[src/rtl/bcd_seven_segment_driver.sv]
// Binary to multi-digit 7-segment driver: a sequential double-dabble conversion
// followed by a registered segment decode with leading-zero blanking and overflow dashes.
module bcd_seven_segment_driver #(
  parameter int DATA_W     = 8,
  parameter int DIGITS     = 3,
  parameter int BLANK_LZ   = 1,
  parameter int ACTIVE_LOW = 1
) (
  input  logic                  clk,
  input  logic                  reset,
  input  logic                  start,
  input  logic [DATA_W-1:0]     value,
  output logic                  busy,
  output logic                  done,
  output logic                  overflow,
  output logic [7*DIGITS-1:0]   seg
);

  // floor(DATA_W*log10(2))+1 decimal digits cover 2^DATA_W-1; never fewer than DIGITS.
  localparam int NBCD_RAW = (DATA_W * 301) / 1000 + 1;
  localparam int NBCD     = (NBCD_RAW > DIGITS) ? NBCD_RAW : DIGITS;
  localparam int CNT_W    = $clog2(DATA_W + 1);
  localparam logic [6:0] SEG_OFF  = (ACTIVE_LOW != 0) ? 7'h7F : 7'h00;
  localparam logic [6:0] SEG_DASH = 7'b1000000;

  typedef enum logic [1:0] {IDLE, SHIFT, LOAD} state_t;

  state_t                state_q;
  logic [DATA_W-1:0]     bin_q;
  logic [4*NBCD-1:0]     bcd_q;
  logic [4*NBCD-1:0]     bcd_adj;
  logic [4*NBCD-1:0]     bcd_d;
  logic [CNT_W-1:0]      cnt_q;
  logic [7*DIGITS-1:0]   seg_q;
  logic [7*DIGITS-1:0]   seg_d;
  logic                  busy_q;
  logic                  done_q;
  logic                  ovf_q;
  logic                  ovf_d;
  logic                  lead;
  logic [3:0]            digit;
  logic [6:0]            code;

  function automatic logic [6:0] seg_code(input logic [3:0] d);
    logic [6:0] c;
    case (d)
      4'd0:    c = 7'b0111111;
      4'd1:    c = 7'b0000110;
      4'd2:    c = 7'b1011011;
      4'd3:    c = 7'b1001111;
      4'd4:    c = 7'b1100110;
      4'd5:    c = 7'b1101101;
      4'd6:    c = 7'b1111101;
      4'd7:    c = 7'b0000111;
      4'd8:    c = 7'b1111111;
      4'd9:    c = 7'b1101111;
      default: c = SEG_DASH;
    endcase
    return c;
  endfunction

  function automatic logic [6:0] polarity(input logic [6:0] c);
    return (ACTIVE_LOW != 0) ? ~c : c;
  endfunction

  // One double-dabble step: correct nibbles >= 5, then shift {bcd, bin} left.
  always_comb begin
    bcd_adj = bcd_q;
    for (int k = 0; k < NBCD; k++) begin
      if (bcd_q[4*k +: 4] >= 4'd5)
        bcd_adj[4*k +: 4] = bcd_q[4*k +: 4] + 4'd3;
    end
    bcd_d = {bcd_adj[4*NBCD-2:0], bin_q[DATA_W-1]};
  end

  // Decode from the top digit down so "lead" tracks whether only zeros were seen so far.
  always_comb begin
    ovf_d = 1'b0;
    for (int k = DIGITS; k < NBCD; k++) begin
      if (bcd_q[4*k +: 4] != 4'd0)
        ovf_d = 1'b1;
    end
    lead  = 1'b1;
    digit = 4'd0;
    code  = 7'd0;
    seg_d = '0;
    for (int k = DIGITS - 1; k >= 0; k--) begin
      digit = bcd_q[4*k +: 4];
      if (digit != 4'd0 || k == 0)
        lead = 1'b0;
      if (ovf_d)
        code = SEG_DASH;
      else if (BLANK_LZ != 0 && lead)
        code = 7'd0;
      else
        code = seg_code(digit);
      seg_d[7*k +: 7] = polarity(code);
    end
  end

  always_ff @(posedge clk or posedge reset) begin
    if (reset) begin
      state_q <= IDLE;
      bin_q   <= '0;
      bcd_q   <= '0;
      cnt_q   <= '0;
      busy_q  <= 1'b0;
      done_q  <= 1'b0;
      ovf_q   <= 1'b0;
      seg_q   <= {DIGITS{SEG_OFF}};
    end else begin
      done_q <= 1'b0;
      case (state_q)
        IDLE: begin
          if (start) begin
            bin_q   <= value;
            bcd_q   <= '0;
            cnt_q   <= '0;
            busy_q  <= 1'b1;
            state_q <= SHIFT;
          end
        end
        SHIFT: begin
          bcd_q <= bcd_d;
          bin_q <= bin_q << 1;
          cnt_q <= cnt_q + 1'b1;
          if (cnt_q == CNT_W'(DATA_W - 1))
            state_q <= LOAD;
        end
        LOAD: begin
          seg_q   <= seg_d;
          ovf_q   <= ovf_d;
          done_q  <= 1'b1;
          busy_q  <= 1'b0;
          state_q <= IDLE;
        end
        default: state_q <= IDLE;
      endcase
    end
  end

  assign busy     = busy_q;
  assign done     = done_q;
  assign overflow = ovf_q;
  assign seg      = seg_q;

endmodule

[config.mk]
export PLATFORM = sky130hd
export DESIGN_NAME = bcd_seven_segment_driver
export DESIGN_NICKNAME = d
export VERILOG_FILES = /design/src/rtl/bcd_seven_segment_driver.sv
export SDC_FILE = /design/constraint.sdc
export NUM_CORES = 1
export LEC_CHECK = 0
export ABC_AREA = 1
export CORE_UTILIZATION = 50
export DETAILED_ROUTE_END_ITERATION = 7
export HOLD_SLACK_MARGIN = 0.05
export PLACE_DENSITY = 0.76
export SKIP_LAST_GASP = 1
export SLEW_MARGIN = 20
export SYNTH_ARGS = -nofsm -noshare
export SYNTH_HDL_FRONTEND = slang
export SYNTH_SLANG_ARGS = --single-unit
[constraint.sdc]
create_clock -name clk -period 1.4 [get_ports clk]
set_input_delay 0.28 -clock clk [delete_from_list [all_inputs] [get_ports clk]]
set_output_delay 0.28 -clock clk [all_outputs]
set_load 0.1 [all_outputs]
==> flow_metrics.tcl <==
set metrics [dict create \
    criticalPathCategory "register to output pin" \
    min_period_over_period_pct 95.24 \
    initialDrtViolationCount 147 \
    finish.net_count 393 \
    die_w_um 74.89 \
    run_status "completed" \
    critical_path.startpoint_type "register" \
    post_detailed_route_count_of_antenna_violating_nets 0 \
    route.detailed.vias_per_inst 5.076 \
    holdBufCountCts 0 \
    grt_pass1_wl_um 8707 \
    synth_top_area_share_pct 26.38 \
    worstSetupStartpoint "seg[4]" \
    pin_count_of_the_biggest_net_entering_global_routing 50 \
    grt_usage_pct 20.63 \
    flop_to_flop_setup_slack_ns 0.07 \
    yosys_synthesis_warning_count 0 \
    data_required_time_of_the_critical_path_ns 1.12 \
    totalWireLength_um 5413 \
    most-common-layout-cells "nand2_1, nor2_1, dfrtp_1" \
    grt_pass1_vias 2029 \
    num_io_pins 35 \
    detail_route.wl_per_cell_um 12.42 \
    hold_crit_path_type "input pin to async pin" \
    fillers 402 \
    clk_pin_slew_ns 0.09 \
    postSynthRegisterBits 49 \
    hold_viol_final 0 \
    max_cap_violations 0 \
    period_minus_ws_final_ns 1.333 \
    dp_hpwl_um 3745 \
    clock_tree_from_tritoncts "yes" \
    critPathCaptureType "output pin" \
    postSynthCellCount 318 \
    cts-buffers-inserted 5 \
    timing.critical_path.cells "buf_12" \
    timing.reg2reg.worst_path_depth 6 \
    die_height_um 74.89 \
    num_antenna_cells 0 \
    layout-drive-gt1-share_pct 26.50 \
    clock_tree.root_cell "clkbuf_8" \
    fraction_of_the_yosys_area_taken_by_sequential_cells_pct 47.15 \
    rr_startpoint "bcd_q[4]" \
    netlist_area_um2 2656 \
    critPathSlowestCell "dfstp_2" \
    aggregate_global_routing_overflow 0 \
    cell_type_contributing_the_most_total_cell_area_after_synthesis "dfrtp_1" \
    synth_cell_type_count 30 \
    fin_worst_hold_slack_ns 0.3786 \
    drc_violations 0 \
    overall_die_area_um2 5608 \
    final_common_cell "nand2_1" \
    timing.clock.skew_ns 0.004625 \
    critical_path.max_stage_delay_ns 0.57 \
    cp_top_family "flip-flops" \
    start_util_pct 52.01 \
    setup_repair_after_global_routing_missed_its_margin "yes" \
    cts_sinks 49 \
    via_count 2213 \
    cts-root-to-sink-buffers 2 \
    cts_htree_levels 2 \
    clk-insertion-delay-late_ns 0.31 \
    design.core.area_um2 5107 \
    worstPathMaxFanout 2 \
    grt_antenna_before_repair 0 \
    setup-violations-final 0 \
    critical_path.n_buffers_inverters 1 \
    syn-mean-instance-area_um2 8.353 \
    area_growth_pct 32.64 \
    placementRows 26 \
    worstReg2RegEnd "seg[7]" \
    drv_slew 0 \
    post_synth_main_area_contributors "dfrtp_1, dfstp_2, nand2_1, ha_1, nand3_1" \
    first_pass_iters 4 \
    place_congestion 0.9079 \
    achievable_freq_mhz 750.0 \
    crit_arrival_ns 1.05 \
    buffer_ports.inserted 33 \
    syn_nets 346 \
]
worst max path at each step:
stage	endpoint	slack, ns	cells after the start
after floorplan	bcd_q[5]	0.18	9
after global placement	bcd_q[8]	0.04	6
after detailed placement	bcd_q[4]	0.01	6
after CTS	bcd_q[2]	0.02	8
after global routing	seg[9]	-0.01	6
final	seg[4]	0.07	1
state kept, by name, indices dropped and copies added (netlist names):
name	flops
state_q	2
seg	21
bin_q	8
cnt_q	4
bcd_q	12
busy	1
done	1
cell families (layout without fill, tap and decap cells):
family / Yosys count / count (layout) / share of synthesized area, %
AOI/OAI and AO/OA: 49 / 49 / 10.65
and+or+nand+nor: 165 / 165 / 26.80
other: 1 / 1 / 0.1412
buffers and inverters: 36 / 84 / 6.924
xor gates and xnor gates: 1 / 1 / 0.3298
DFF: 49 / 49 / 47.15
adders and majority gates: 17 / 17 / 8.007
cells in the mapped netlist:
cell type and count:
nor2_4 2, o211ai_1 8, a31oi_1 1, nand3b_1 1, inv_6 1, buf_2 2, nor2_1 27, nor2_2 1
buf_4 3, inv_1 23, o21ai_0 14, nand3_4 1, o22ai_1 3, buf_6 4, inv_2 2, dfstp_2 21
conb_1 1, nor3_1 1, nand3_1 25, clkinv_1 1, nand2_4 2, a21oi_2 2, nand2_2 3, a21oi_1 19
xor2_1 1, nand2_1 101, dfrtp_1 28, ha_1 17, a21boi_0 2, nand4_1 1
metrics by stage:
step	instance area, µm²	instances	utilization, %	TNS, ns	setup slack, ns
2_1_floorplan	2660	318	-	0	0.1840
4_1_cts	3470	433	67.93	0	0.01678
6_report	3523	436	68.99	0	0.06666
3_5_place_dp	3353	425	65.65	0	0.009736
3_3_place_gp	3353	425	65.65	0	0.04077
5_1_grt	3523	436	68.99	-0.02903	-0.01260
area by class of cell:
class	count	area [µm²]	area share [%]
Clock inverter	1	30.03	0.8523
Clock buffer	7	86.33	2.450
Timing Repair Buffer	49	705.7	20.03
Inverter	27	110.1	3.125
Multi-Input combinational cell	233	1249	35.44
Tap cell	70	87.58	2.486
Sequential cell	49	1255	35.62
routing by layer:
metal / up-vias / wire, µm / GRT usage, %
li1: 1116 / - / -
met1: 1021 / 2418 / 26.43
met2: 69 / 2726 / 34.43
met3: 7 / 212 / 4.953
met4: 0 / 56 / 6.918
met5: - / 0 / 0
timing repair:
| item | in CTS | in global routing |
|---|---|---|
| buffers inserted | 0 | 3 |
| resized for setup | 0 | 16 |
| endpoints found under the setup margin | 0 | 21 |
Power is not shown: default switching activity piles up to over one toggle a cycle in this logic, so the estimate is an artifact.
